==> src/rtl/pp_accum_24_pkg.sv <==
// Shared FPU multiply constants, FSM encoding and the 3:2 compressor helper.
package pp_accum_24_pkg;

  localparam int unsigned MANT_W   = 24;
  localparam int unsigned PROD_W   = 2 * MANT_W;
  localparam int unsigned N_ROWS   = MANT_W;
  localparam int unsigned ROW_W    = PROD_W;
  localparam int unsigned PP_BUS_W = N_ROWS * ROW_W;
  localparam int unsigned IDX_W    = 5;

  typedef enum logic [1:0] {
    ST_IDLE = 2'd0,
    ST_SUM  = 2'd1,
    ST_DONE = 2'd2
  } state_e;

  // Redundant (carry-save) form of a partial sum.
  typedef struct packed {
    logic [ROW_W-1:0] sum;
    logic [ROW_W-1:0] carry;
  } csa_t;

  // One 3:2 compressor level; carries past bit ROW_W-1 are dropped (mod 2^48).
  function automatic csa_t csa3(input logic [ROW_W-1:0] a,
                                input logic [ROW_W-1:0] b,
                                input logic [ROW_W-1:0] c);
    csa_t r;
    r.sum   = a ^ b ^ c;
    r.carry = ((a & b) | (a & c) | (b & c)) << 1;
    return r;
  endfunction

endpackage

==> src/rtl/pp_accum_24_if.sv <==
// Partial-product input bus and product output bus, valid/ready on both sides.
interface pp_accum_24_if;
  import pp_accum_24_pkg::*;

  logic                in_valid;
  logic                in_ready;
  logic [PP_BUS_W-1:0] pp;
  logic                out_valid;
  logic                out_ready;
  logic [PROD_W-1:0]   prod;
  logic                busy;

  modport master (
    output in_valid, pp, out_ready,
    input  in_ready, out_valid, prod, busy
  );

  modport slave (
    input  in_valid, pp, out_ready,
    output in_ready, out_valid, prod, busy
  );

endinterface

==> src/rtl/pp_row_adder.sv <==
// Combinational sum of a group of rows plus the running accumulator.
module pp_row_adder
  import pp_accum_24_pkg::*;
#(
  parameter int unsigned ROWS = 4
) (
  input  logic [ROW_W-1:0]      acc,
  input  logic [ROWS*ROW_W-1:0] rows,
  output logic [ROW_W-1:0]      sum_c
);

  csa_t cs;

  // Carry-save reduction of acc and all rows, then a single carry-propagate add.
  always_comb begin
    cs.sum   = acc;
    cs.carry = '0;
    for (int r = 0; r < int'(ROWS); r++) begin
      cs = csa3(cs.sum, cs.carry, rows[r*ROW_W +: ROW_W]);
    end
    sum_c = cs.sum + cs.carry;
  end

endmodule

==> src/rtl/pp_accum_24.sv <==
// Multi-cycle accumulator of the 24-row mantissa partial-product bus.
module pp_accum_24
  import pp_accum_24_pkg::*;
#(
  parameter int unsigned ROWS_PER_CYCLE = 4
) (
  input logic          clk,
  input logic          rst,
  pp_accum_24_if.slave bus
);

  localparam int unsigned R = ROWS_PER_CYCLE;

  // Reject group sizes that do not tile the 24 rows exactly.
  if (R == 0 || (N_ROWS % R) != 0) begin : g_bad_rows
    $error("pp_accum_24: ROWS_PER_CYCLE must divide 24");
  end

  state_e              state_q, state_d;
  logic [ROW_W-1:0]    acc_q, acc_d;
  logic [IDX_W-1:0]    idx_q, idx_d;
  logic [PP_BUS_W-1:0] pp_q, pp_d;
  logic                in_ready_q, in_ready_d;
  logic                out_valid_q, out_valid_d;
  logic                busy_q, busy_d;

  logic [R*ROW_W-1:0]  rows_sel;
  logic [ROW_W-1:0]    sum_c;

  // Pick the current group of rows out of the captured bus.
  always_comb begin
    rows_sel = '0;
    for (int r = 0; r < int'(R); r++) begin
      rows_sel[r*ROW_W +: ROW_W] = pp_q[(int'(idx_q) + r)*ROW_W +: ROW_W];
    end
  end

  pp_row_adder #(.ROWS(R)) u_row_adder (
    .acc   (acc_q),
    .rows  (rows_sel),
    .sum_c (sum_c)
  );

  // Next-state and registered-output logic.
  always_comb begin
    state_d     = state_q;
    acc_d       = acc_q;
    idx_d       = idx_q;
    pp_d        = pp_q;
    in_ready_d  = in_ready_q;
    out_valid_d = out_valid_q;
    busy_d      = busy_q;
    unique case (state_q)
      ST_IDLE: begin
        if (bus.in_valid && in_ready_q) begin
          pp_d       = bus.pp;
          acc_d      = '0;
          idx_d      = '0;
          in_ready_d = 1'b0;
          busy_d     = 1'b1;
          state_d    = ST_SUM;
        end
      end
      ST_SUM: begin
        acc_d = sum_c;
        idx_d = idx_q + IDX_W'(R);
        if (idx_q == IDX_W'(N_ROWS - R)) begin
          out_valid_d = 1'b1;
          state_d     = ST_DONE;
        end
      end
      ST_DONE: begin
        if (out_valid_q && bus.out_ready) begin
          out_valid_d = 1'b0;
          in_ready_d  = 1'b1;
          busy_d      = 1'b0;
          state_d     = ST_IDLE;
        end
      end
      default: begin
        out_valid_d = 1'b0;
        in_ready_d  = 1'b1;
        busy_d      = 1'b0;
        state_d     = ST_IDLE;
      end
    endcase
  end

  // State and datapath registers; reset aborts any in-flight product.
  always_ff @(posedge clk or posedge rst) begin
    if (rst) begin
      state_q     <= ST_IDLE;
      acc_q       <= '0;
      idx_q       <= '0;
      pp_q        <= '0;
      in_ready_q  <= 1'b1;
      out_valid_q <= 1'b0;
      busy_q      <= 1'b0;
    end else begin
      state_q     <= state_d;
      acc_q       <= acc_d;
      idx_q       <= idx_d;
      pp_q        <= pp_d;
      in_ready_q  <= in_ready_d;
      out_valid_q <= out_valid_d;
      busy_q      <= busy_d;
    end
  end

  assign bus.in_ready  = in_ready_q;
  assign bus.out_valid = out_valid_q;
  assign bus.prod      = acc_q;
  assign bus.busy      = busy_q;

endmodule
==> src/flat_wrapper.sv <==
// flat-port wrapper written by rule: the top's interface ports become plain ports
module pp_accum_24_flat import pp_accum_24_pkg::*;
#(
  parameter int unsigned ROWS_PER_CYCLE = 4
)
  (clk, rst, bus_in_valid, bus_pp, bus_out_ready, bus_in_ready, bus_out_valid, bus_prod, bus_busy);
  pp_accum_24_if bus_i ();
  input logic clk;
  input logic rst;
  input wire logic [$bits(bus_i.in_valid)-1:0] bus_in_valid;
  input wire logic [$bits(bus_i.pp)-1:0] bus_pp;
  input wire logic [$bits(bus_i.out_ready)-1:0] bus_out_ready;
  output wire logic [$bits(bus_i.in_ready)-1:0] bus_in_ready;
  output wire logic [$bits(bus_i.out_valid)-1:0] bus_out_valid;
  output wire logic [$bits(bus_i.prod)-1:0] bus_prod;
  output wire logic [$bits(bus_i.busy)-1:0] bus_busy;
  assign bus_i.in_valid = bus_in_valid;
  assign bus_i.pp = bus_pp;
  assign bus_i.out_ready = bus_out_ready;
  assign bus_in_ready = bus_i.in_ready;
  assign bus_out_valid = bus_i.out_valid;
  assign bus_prod = bus_i.prod;
  assign bus_busy = bus_i.busy;
  pp_accum_24 #(.ROWS_PER_CYCLE(ROWS_PER_CYCLE)) u_core (.clk(clk), .rst(rst), .bus(bus_i));
endmodule
==> config.mk <==
export PLATFORM = sky130hd
export DESIGN_NAME = pp_accum_24_flat
export DESIGN_NICKNAME = d
export VERILOG_FILES = /design/src/rtl/pp_accum_24_pkg.sv /design/src/rtl/pp_accum_24_if.sv /design/src/rtl/pp_row_adder.sv /design/src/rtl/pp_accum_24.sv /design/src/flat_wrapper.sv
export SDC_FILE = /design/constraint.sdc
export NUM_CORES = 2
export LEC_CHECK = 0
export CAP_MARGIN = 0
export CORE_AREA = 4 4 464 466
export CTS_CLUSTER_DIAMETER = 200
export DETAILED_ROUTE_END_ITERATION = 8
export DIE_AREA = 0 0 468 470
export DONT_BUFFER_PORTS = 1
export PLACE_DENSITY = 0.56
export SLEW_MARGIN = 20
export SYNTH_ARGS = -nofsm -noshare
export SYNTH_HDL_FRONTEND = slang
export SYNTH_SLANG_ARGS = --single-unit
==> constraint.sdc <==
create_clock -name clk -period 48.2 [get_ports clk]
set_clock_uncertainty 0.15 [all_clocks]
set_input_delay 4.82 -clock clk [delete_from_list [all_inputs] [get_ports clk]]
set_output_delay 4.82 -clock clk [all_outputs]
set_load 0.05 [all_outputs]
==> flow_metrics.tcl <==
set metrics [dict create \
    status "complete, but fails checks" \
    failed_checks "max-slew violations" \
    gp_congestion 0.915 \
    arrival_ns 10.09 \
    synth_area_leaders "dfrtp_1 (41%), mux4_2 (19%), mux2_2 (19%)" \
    cts_resized 0 \
    area_growth_pct 11.8 \
    place_hpwl_mm 243 \
    die_y_um 470 \
    tightest_slew_ns 1.73 \
    ios 1207 \
    max_stage_delay_ns 1.31 \
    grt_use_total_pct 28.0 \
    rows 169 \
    ys_top_cells_by_count "mux2_2 (1214), dfrtp_1 (1207), mux4_2 (610)" \
    cp.required_ns 48.68 \
    grt_setup_unrepaired "false" \
    ant_nets 0 \
    dp_slack_ns 38.60 \
    fin_crit_sh_pct 19.9 \
    fin_crit_ns 9.61 \
    min_path_type "reg2reg" \
    async_reset_ff_share_pct 100 \
    cp_top_family "adder cells" \
    final_max_slew_viol_count 47 \
    wl_met3_mm 30.4 \
    grt_max_degree 175 \
    clock_sinks 1208 \
    finalNetCount 6547 \
    crit_type "reg2reg" \
    wl_met1_mm 120 \
    ys.flop_type "dfrtp_1" \
    antenna_found_initial 303 \
    drc 0 \
    initial_core_util_pct 34.9 \
    htree_levels 4 \
    core-area_um2 211000 \
    final_cells 8237 \
    cpMostUsedCell "fa_1" \
    vias_per_cell 6.06 \
    synth_warnings 0 \
    yosysTopAreaCellShare_pct 41.0 \
    post_cts_buffers 0 \
    end_kind "flop" \
    yosysSeqAreaShare_pct 41.1 \
    crit_chain "inv_4, buf_4, fa_4, or2_4, buf_4, o221ai_1, o22ai_1, o32ai_1, fa_1, inv_1, fa_1, inv_1, ha_1, fa_1, a21oi_1, nand4b_1, nand2_1, a221o_1, a211o_1, a31oi_1, o221ai_2, a31oi_1, xor2_1, o21ai_1" \
    layout-drive-gt1-share_pct 42.9 \
    slew-limit-headroom_pct -15.5 \
    synth_cell_types 78 \
    yosysMostFrequentCell "mux2_2" \
    clkTransAtPathRegs_ns 0.06 \
    clockBufferDepth 3 \
    synth-seq-cells 1208 \
    holdBufCountCts 0 \
    synth_edf_count 0 \
    die_area_um2 220000 \
    grt_pass1_wl_mm 431 \
    cp-start-kind "flop" \
    wl_per_cell_um 38.2 \
    wl_mm 315 \
    top_layer "met5" \
    synth_top_cell_by_area "dfrtp_1" \
    tns_ns 0 \
    portBuffers 0 \
    clk_latency_ns 0.81 \
    dr.pass1.iters 5 \
    crit_slowest_cell "fa_4" \
    avgSynthCellArea_um2 13.9 \
    die_x_um 468 \
    fmax_mhz 104 \
    cts_buffers 148 \
    route.vias.total 49900 \
    critical_path_peak_fanout 42 \
    root_buffer "clkbuf_16" \
    maxCapViolCount 0 \
    worst_slack_ns 38.59 \
    grt_pass1_vias 51000 \
    critPathBufInv 5 \
    cts_tree "done" \
    met2WireLength_mm 150 \
    drt_iter0_drc 4578 \
    syn_area_um2 73600 \
    overflow 0 \
    dp.cells 7808 \
    setup_viol 0 \
    syn_inst 5284 \
    timing_hold_violations_final 0 \
]
==> placed cells by master (no fill, tap or decap), drive strengths merged, types with 5 or more instances in the layout <==
master / n
o21ai: 90
dfrtp: 1207
xnor2: 35
a22oi: 40
o221ai: 65
a31oi: 12
o31ai: 20
a21o: 28
nand3: 40
a211oi: 5
a32oi: 31
mux2i: 252
mux4: 610
nor2b: 23
nand2b: 12
o32a: 29
nor2: 84
inv: 214
fa: 141
xor2: 21
o22ai: 40
buf: 129
clkbuf: 209
clkinvlp: 7
a21oi: 137
o21a: 6
nand3b: 30
o21bai: 12
and3: 8
a221oi: 26
nand4: 11
clkinv: 38
bufinv: 12
ha: 110
mux2: 1214
nand2: 251
diode: 155
==> layout make-up <==
| cell class | count | area [um^2] |
|---|---|---|
| clock buffer | 209 | 4300 |
| inverter | 209 | 798 |
| tap | 2821 | 3530 |
| antenna | 155 | 388 |
| clock inverter | 62 | 841 |
| timing repair buffer | 129 | 1110 |
| multi-input combinational | 3444 | 41100 |
| fill | 19800 | 129000 |
| sequential | 1208 | 30200 |
==> worst paths after layout <==
| kind | from | to | slack [ns] | cells past startpoint |
|---|---|---|---|---|
| max | u_core.idx_q[3]$_DFFE_PP0P_ | u_core.bus.prod[41]$_DFFE_PP0P_ | 38.59 | 24 |
| min | u_core.pp_q[10]$_DFFE_PP0P_ | u_core.pp_q[10]$_DFFE_PP0P_ | 0.36 | 1 |
| max reg2reg | u_core.idx_q[3]$_DFFE_PP0P_ | u_core.bus.prod[41]$_DFFE_PP0P_ | 38.59 | 24 |
| min reg2reg | u_core.pp_q[10]$_DFFE_PP0P_ | u_core.pp_q[10]$_DFFE_PP0P_ | 0.36 | 1 |
| max in group asynchronous | rst | u_core.pp_q[997]$_DFFE_PP0P_ | 40.43 | 5 |
| min in group asynchronous | rst | u_core.pp_q[830]$_DFFE_PP0P_ | 3.84 | 1 |
==> routing by layer <==
| layer | up-vias | track usage (%) |
|---|---|---|
| li1 | 20100 | - |
| met1 | 26500 | 34.3 |
| met2 | 2429 | 45.1 |
| met3 | 672 | 10.1 |
| met4 | 212 | 10.8 |
| met5 | - | 0 |
==> registers in the layout, indices dropped and copies added (netlist names) <==
name and flops:
u_core.bus.busy 1, u_core.bus.in_ready 1, u_core.bus.out_valid 1, u_core.bus.prod 48, u_core.idx_q 3, u_core.pp_q 1152, u_core.state_q 2
==> logic make-up after synthesis <==
family                     synth area share, %
xor gates and xnor gates                 0.687
and+or+nand+nor                           2.97
buffers and inverters                     3.49
muxes                                     40.7
DFF                                       41.1
adders and majority gates                 5.70
AOI/OAI and AO/OA                         5.43
other                                  0.00509
==> metrics by stage <==
step / area (um^2) / hold slack [ns] / util [%]
detailed placement: 76700 / 0.345 / 36.3
floorplan: 73600 / 0.326 / -
global placement: 76700 / 0.336 / 36.3
finish: 82300 / 0.362 / 39.0
global route: 82100 / 0.373 / 38.9
CTS: 81900 / 0.360 / 38.8
Power is not shown: default switching activity piles up to over one toggle a cycle in this logic, so the estimate is an artifact.
